--- src/rtl/seg_time_reader.sv ---
// seg_time_reader: decodes the two-digit active-low 7-segment countdown bus into a debounced 0..99 time value.
// Optional MONOTONIC_CHECK_EN adds the sticky err_up output for count-up detection.
module seg_time_reader #(
  parameter int STABLE_CYCLES = 1000
) (
  input  logic       clk,
  input  logic       reset,
  input  logic [6:0] SEG,
  input  logic [6:0] iSEG,
  output logic [7:0] time_bcd,
  output logic [6:0] time_bin,
  output logic       valid,
  output logic       changed,
  output logic       expired,
  output logic       err
`ifdef MONOTONIC_CHECK_EN
  ,
  output logic       err_up
`endif
);
  localparam int CW = $clog2(STABLE_CYCLES + 1);
  localparam logic [CW-1:0] FULL = CW'(STABLE_CYCLES);
  localparam logic [CW-1:0] LAST = CW'(STABLE_CYCLES - 1);
  typedef enum logic [1:0] {IDLE, TRACK, EXPIRED} state_t;
  state_t state, state_nx;
  logic [13:0] in_q;
  logic [CW-1:0] stab_cnt;
  logic acc, match, pair_ok;
  logic [4:0] dec_t, dec_o;
  logic [7:0] new_bcd;
  logic [6:0] new_bin;
  // Returns {ok, digit}; anything outside the table (X/Z included) decodes as not ok.
  function automatic logic [4:0] dec(input logic [6:0] p);
    case (p)
      7'b1000000: dec = 5'h10;
      7'b1111001: dec = 5'h11;
      7'b0100100: dec = 5'h12;
      7'b0110000: dec = 5'h13;
      7'b0011001: dec = 5'h14;
      7'b0010010: dec = 5'h15;
      7'b0000010: dec = 5'h16;
      7'b1111000: dec = 5'h17;
      7'b0000000: dec = 5'h18;
      7'b0011000: dec = 5'h19;
      default:    dec = 5'h00;
    endcase
  endfunction
  assign match   = ({iSEG, SEG} == in_q);
  assign dec_t   = dec(in_q[13:7]);
  assign dec_o   = dec(in_q[6:0]);
  assign pair_ok = dec_t[4] & dec_o[4];
  assign new_bcd = {dec_t[3:0], dec_o[3:0]};
  assign new_bin = {3'b000, dec_t[3:0]} * 7'd10 + {3'b000, dec_o[3:0]};
  assign valid   = (state != IDLE);
  assign expired = (state == EXPIRED);
  // acc is a registered strobe; the decode reads in_q, which still holds the stable pair.
  always_ff @(posedge clk) begin
    if (reset) begin
      in_q     <= 14'h3FFF;
      stab_cnt <= '0;
      acc      <= 1'b0;
    end else begin
      in_q     <= {iSEG, SEG};
      stab_cnt <= !match ? '0 : (stab_cnt == FULL) ? stab_cnt : stab_cnt + 1'b1;
      acc      <= match && (stab_cnt == LAST);
    end
  end
  always_comb begin
    state_nx = state;
    if (acc && pair_ok)
      state_nx = (state == IDLE) ? TRACK :
                 (state == TRACK && new_bin == 7'd0 && time_bin != 7'd0) ? EXPIRED :
                 (state == EXPIRED && new_bin != 7'd0) ? TRACK : state;
  end
  always_ff @(posedge clk) begin
    if (reset) begin
      state    <= IDLE;
      time_bcd <= 8'h00;
      time_bin <= 7'd0;
      changed  <= 1'b0;
      err      <= 1'b0;
    end else begin
      state   <= state_nx;
      changed <= acc && pair_ok && (state == IDLE || new_bcd != time_bcd);
      if (acc && pair_ok) begin
        time_bcd <= new_bcd;
        time_bin <= new_bin;
      end
      if (acc && !pair_ok) err <= 1'b1;
    end
  end
`ifdef MONOTONIC_CHECK_EN
  always_ff @(posedge clk) begin
    if (reset) err_up <= 1'b0;
    else if (acc && pair_ok && state == TRACK && new_bin > time_bin) err_up <= 1'b1;
  end
`endif
endmodule

--- config.mk ---
export PLATFORM = sky130hd
export DESIGN_NAME = seg_time_reader
export DESIGN_NICKNAME = d
export VERILOG_FILES = /design/src/rtl/seg_time_reader.sv
export SDC_FILE = /design/constraint.sdc
export NUM_CORES = 1
export LEC_CHECK = 0
export BUFFER_PORTS_ARGS = -buffer_cell sky130_fd_sc_hd__buf_2
export CORE_MARGIN = 3
export CORE_UTILIZATION = 46
export DETAILED_ROUTE_END_ITERATION = 10
export PLACE_DENSITY = 0.71
export SLEW_MARGIN = 40
export SYNTH_ARGS = -nofsm -noshare
export SYNTH_HDL_FRONTEND = slang
export SYNTH_SLANG_ARGS = --single-unit
--- constraint.sdc ---
create_clock -name clk -period 8.5 [get_ports clk]
set_clock_uncertainty 0.15 [all_clocks]
set_input_delay 2.55 -clock clk [delete_from_list [all_inputs] [get_ports clk]]
set_output_delay 2.55 -clock clk [all_outputs]
set_load 0.01 [all_outputs]
== Yosys cells after proc, flatten, opt, wreduce, memory -nomap -nowiden ==
Index checks and enable logic that the tools add are counted.

* $add $sub $neg: 2
* Multipliers: 1
* Eq/ne operators: 24
* Mux-type cells: 5
* Bitwise logic cells: 2
* Reductions and logical operators: 19

{| class="wikitable"
|+ Operators with widths
! cell !! count
|-
| $pmux 5 s10 || 2
|-
| $eq 7x5->1 const B || 6
|-
| $eq 7x7->1 const B || 6
|-
| $eq 7x6->1 const B || 4
|-
| $logic_not 7->1 || 3
|-
| $eq 10x10->1 const B || 2
|-
| $eq 14x14->1 || 1
|-
| $eq 7x2->1 const B || 2
|-
| $reduce_bool 7->1 || 2
|-
| $add 10x1->10 const B || 1
|-
| $ne 8x8->1 || 1
|-
| $add 7x4->7 || 1
|-
| $logic_and 1x1->1 || 7
|-
| $mul 4x3->6 const B || 1
|-
| $mux 2 || 3
|-
| $reduce_bool 3->1 || 1
|-
| $eq 2x1->1 const B || 1
|-
| $eq 2x2->1 const B || 1
|-
| $logic_not 2->1 || 1
|-
| $reduce_and 2->1 || 1
|-
| $reduce_bool 2->1 || 1
|-
| $reduce_or 2->1 || 1
|-
| $and 1x1->1 || 1
|-
| $logic_not 1->1 || 1
|-
| 2 further kinds || 2
|}

* Bits in registers: 44
* Input bits: 16
* Logic and storage cells: 61

== Depth between registers and ports, before layout ==
* Depth in word-level cells: 9
* Gate-level depth with buffers: 13

== Worst setup path before layout ==
No wires, ideal clock.

* Path kind: input port to flip-flop
* From: in iSEG[4]
* To: reg stab_cnt[2]
* Library setup time: 78 ps
* Arrival: 3,434 ps
* Setup slack: 4,838 ps
* Stages on the path: 5
* Buffers on the path: 1
* Path through: xor2_1 > nor4_1 > nand4_1 > clkbuf_1 > nor3_1

* Cells in the longest elaborated chain, start to end: 3

{| class="wikitable"
|+ RTL lines
! element !! line !! RTL
|-
| from (decl) || 9 || <nowiki>input logic [6:0] iSEG,</nowiki>
|-
| $eq 14x14->1 || 48 || <nowiki>assign match = ({iSEG, SEG} == in_q);</nowiki>
|-
| $not 1->1 (no line) || -- ||
|-
| $reduce_or 2->1 (no line) || -- ||
|-
| to (signal assigned) || 64 || <nowiki>stab_cnt <= !match ? '0 : (stab_cnt == FULL) ? stab_cnt : stab_cnt + 1'b1;</nowiki>
|-
| to (decl) || 27 || <nowiki>logic [CW-1:0] stab_cnt;</nowiki>
|}

No other way between the ends.
A chain may end at the register's enable or synchronous reset.

== Worst setup path in the final report ==
* From: reg in_q[10]
* To: reg state[0]

* Cells in the longest elaborated chain, start to end: 9

{| class="wikitable"
|+ RTL lines
! element !! line !! RTL
|-
| from (decl) || 26 || <nowiki>logic [13:0] in_q;</nowiki>
|-
| from (signal assigned) || 63 || <nowiki>in_q <= {iSEG, SEG};</nowiki>
|-
| $eq 7x5->1, or another cell as far along || 34 || <nowiki>case (p)</nowiki>
|-
| $pmux 5 s10 * || 34 ||
|-
| via dec_t[1] || 29 || <nowiki>logic [4:0] dec_t, dec_o;</nowiki>
|-
| $mul 4x3->6 * || 53 || <nowiki>assign new_bin = {3'b000, dec_t[3:0]} * 7'd10 + {3'b000, dec_o[3:0]};</nowiki>
|-
| $add 7x4->7 * || 53 ||
|-
| $logic_not 7->1 || 72 || <nowiki>(state == TRACK && new_bin == 7'd0 && time_bin != 7'd0) ? EXPIRED :</nowiki>
|-
| $logic_and 1x1->1 (2 in a row) || 72 ||
|-
| $reduce_bool 3->1 (no line) or $mux 2 (tied branches) || -- ||
|-
| $reduce_and 2->1 (no line) or $mux 2 (tied branches) || -- ||
|-
| to (signal assigned) || 83 || <nowiki>state <= state_nx;</nowiki>
|-
| to (decl) || 25 || <nowiki>state_t state, state_nx;</nowiki>
|}

Mark *: on every way through the listed nets, which the timed path passes. The rest lies on a longest branch.

==> metrics <==
Lkg Pwr=roughly 1.2 nW; clock root buffer master=sky130_fd_sc_hd__clkbuf_8; Detailed Place HPWL=4161 um; number of remaining DRC errors=0; buffering stage count on the worst path with inverters included=1; Place WS=4.136 ns; Post-CTS Setup Bufs=0; hold path start=time_bin[5]; Final Util=0.5207; share of post-route cells with drive strength above 1=0.2530; power density of the placed cells=126.6 nW/um^2; port buffer count=34; largest net degree at the start of global routing=30; post-synth top area share=0.3122; total length of routed wires=about 5700 um; Largest delay share family, worst path=compound AO/OA/AOI/OAI gates; Worst VDD drop=0.00007978 V; data arrival time at the worst-slack endpoint=between 4 and 5 ns; number of detailed-routing iterations run before antenna repair=6; timing-limited maximum frequency=244.1 MHz; TritonCTS clock tree=done; number of max-capacitance violations reported=0; via count of the first global-routing pass=2115; Synth Cell Area=2758 sq um; number of hold violations in the final report=0; synthesis warning total=0; weighted congestion at the end of routability-driven global placement=just over 0.8; cells resized by post-CTS repair=0; hold-fix buffer count after cts=0; crit share post-route=0.4820; Tightest Pin Transition=slightly below 0.7 ns; register-to-register setup slack=about 4.4 ns; critical-path maximum fanout=13; number of unique standard cell types used by synthesis=approximately 70; count of clock tree sinks=43; cell count after synthesis=roughly 310; count of nets after finishing=~350; cell mode on critical path=sky130_fd_sc_hd__ha_1; Post-Syn Nets=332; Die Outline Area=6960 sq um; Clk pin slew, worst setup/hold paths=0.08 ns; post-synthesis sequential element count=43; width of the chip=between 80 and 90 um; Min-Delay Path Class=register to register; sequential element share of the synthesized area=0.3122; average via count per standard cell=5.558; count of antenna diodes in the layout=0; ys async rst share=0; most area-hungry cell type in the Yosys netlist=sky130_fd_sc_hd__dfxtp_1; initial detailed-routing violation count=143; Syn-to-layout area delta=6.534%; cell types with the highest counts after synthesis=sky130_fd_sc_hd__dfxtp_1, sky130_fd_sc_hd__xor2_1, sky130_fd_sc_hd__nor2_1, sky130_fd_sc_hd__nand2_1, sky130_fd_sc_hd__or2_2; worst reg2reg path depth=11; GRT Total Usage=0.1692; most frequently used flop master after synthesis=sky130_fd_sc_hd__dfxtp_1; CP Capture Type=register; EDFF count, synth=0; Worst slew margin=0.5261; height of the die=around 83 um; startpoint of the most critical setup path=in_q[10]; Startpoint Class=register; outcome=completed; unrepaired setup endpoints after global routing=false; count of nets left with antenna violations after detail routing=0; antenna violations before repair=0; final setup vio count=0; endpoint required time on the critical path=8.55 ns; total negative setup slack=0 ns; post-layout total power=approximately 0.37 mW; critical setup path kind=register to register; wire length of the first global-routing pass=about 9800 um; Critical Path, Cell by Cell=or4b_1 > o21ai_0 > a32o_1 > ha_1 > ha_1 > inv_1 > fa_1 > xnor2_1 > a2111oi_0 > o211ai_1 > o221a_1; worst path setup slack after routing=roughly 4.4 ns; Vias=~2200; site row count=27; number of buffers on the longest clock path=2; highest cell delay on the worst timing path=between 0.6 and 0.7 ns; number of clock buffers inserted by TritonCTS=5; I/O pins=35; clock latency on the worst-skew pair=0.30 ns; Pins Over Slew Limit=0; minimum period implied by the final worst setup slack=between 4 and 5 ns; syn avg cell area=approximately 9.0 sq um; cells taking the most area after synthesis=sky130_fd_sc_hd__dfxtp_1, sky130_fd_sc_hd__xor2_1, sky130_fd_sc_hd__or2_2; count of cell instances traversed by the critical path=11; slowest stage cell, crit path=sky130_fd_sc_hd__a2111oi_0; initial core utilization=0.4888; Filler cells=541; termination of the worst setup path=state[0]; RR Startpoint=in_q[10]; most common cell in the netlist=sky130_fd_sc_hd__dfxtp_1; deepest level of the CTS H-tree=2; routed len/inst=around 14 um; total core area=about 5600 sq um; end of the worst register-to-register path=state[0]; Congestion Overflow GR=0
## layer usage
metal	global-route usage	wire length (um)
met5	0	0
met2	0.2704	2601
met3	0.03869	272
met1	0.2189	2653
met4	0.07164	155
## flip-flops by register name, summed over array words and instances, names as in the netlist
signal	cells
time_bcd	8
state	2
time_bin	6
changed	1
stab_cnt	10
in_q	14
err	1
acc	1
## cells in the final DEF (no fill, tap or decap), types with 3 or more instances in the layout
cell / Yosys / routed
sky130_fd_sc_hd__ha_1: 6 / 6
sky130_fd_sc_hd__xor2_1: 28 / 28
sky130_fd_sc_hd__o21ai_0: 5 / 5
sky130_fd_sc_hd__inv_1: 8 / 8
sky130_fd_sc_hd__nor3_2: 4 / 4
sky130_fd_sc_hd__nor4_1: 8 / 8
sky130_fd_sc_hd__buf_2: 5 / 34
sky130_fd_sc_hd__a211oi_1: 3 / 3
sky130_fd_sc_hd__a21oi_1: 10 / 10
sky130_fd_sc_hd__a211o_1: 3 / 3
sky130_fd_sc_hd__nor3_1: 8 / 8
sky130_fd_sc_hd__nand3_1: 8 / 8
sky130_fd_sc_hd__nor2_1: 26 / 26
sky130_fd_sc_hd__nor2b_1: 5 / 5
sky130_fd_sc_hd__or2_2: 17 / 17
sky130_fd_sc_hd__nand2_1: 22 / 22
sky130_fd_sc_hd__xnor2_1: 12 / 12
sky130_fd_sc_hd__nand4_1: 4 / 4
sky130_fd_sc_hd__dfxtp_1: 43 / 43
sky130_fd_sc_hd__o211ai_1: 4 / 4
sky130_fd_sc_hd__or4_1: 3 / 3
sky130_fd_sc_hd__clkbuf_8: 1 / 5
## logic make-up after synthesis
| kind of cell | synth area share |
|---|---|
| simple gates | 0.2922 |
| compound gates | 0.1534 |
| flops | 0.3122 |
| xor+xnor | 0.1270 |
| buf+inv | 0.06987 |
| fa+ha+maj | 0.04174 |
| mux | 0.003630 |
## tightest hold or removal path: stages (launching register included)
cell and delay, ns:
sky130_fd_sc_hd__dfxtp_1 0.32, sky130_fd_sc_hd__nand2_1 0.05, sky130_fd_sc_hd__a21oi_1 0.06
## where the power goes
part           leakage [nW]  internal [mW]  switching, mW
logic                 0.775         0.0145         0.0139
registers             0.350          0.205         0.0105
clock network        0.0440         0.0562         0.0720
## cell type report
cell class                      instances  area (sq um)  share of cell area
Clock inverter                          2         13.76            0.004685
Tap cell                               72         90.09             0.03066
Timing Repair Buffer                   34         170.2             0.05792
Multi-Input combinational cell        236          1704              0.5801
Inverter                                8         30.03             0.01022
Clock buffer                            5         68.82             0.02342
Sequential cell                        43         860.8              0.2930
## worst min-delay path by stage
stage | slack, ns | cells after the start | endpoint
finish | 0.33 | 2 | time_bin[5]
global route | 0.37 | 2 | time_bin[2]
CTS | 0.33 | 2 | time_bin[4]
detailed placement | 0.32 | 2 | time_bin[4]
global placement | 0.31 | 2 | time_bin[4]
floorplan | 0.32 | 2 | stab_cnt[9]
## per-stage QoR
step | std cells | hold WS, ns | cell area [sq um]
floorplan | 308 | 0.3217 | 2758
global placement | 393 | 0.3128 | 2855
detailed placement | 393 | 0.3198 | 2855
CTS | 400 | 0.3311 | 2938
global route | 400 | 0.3663 | 2938
finish | 400 | 0.3299 | 2938
Power figures use the tool's default switching activity.
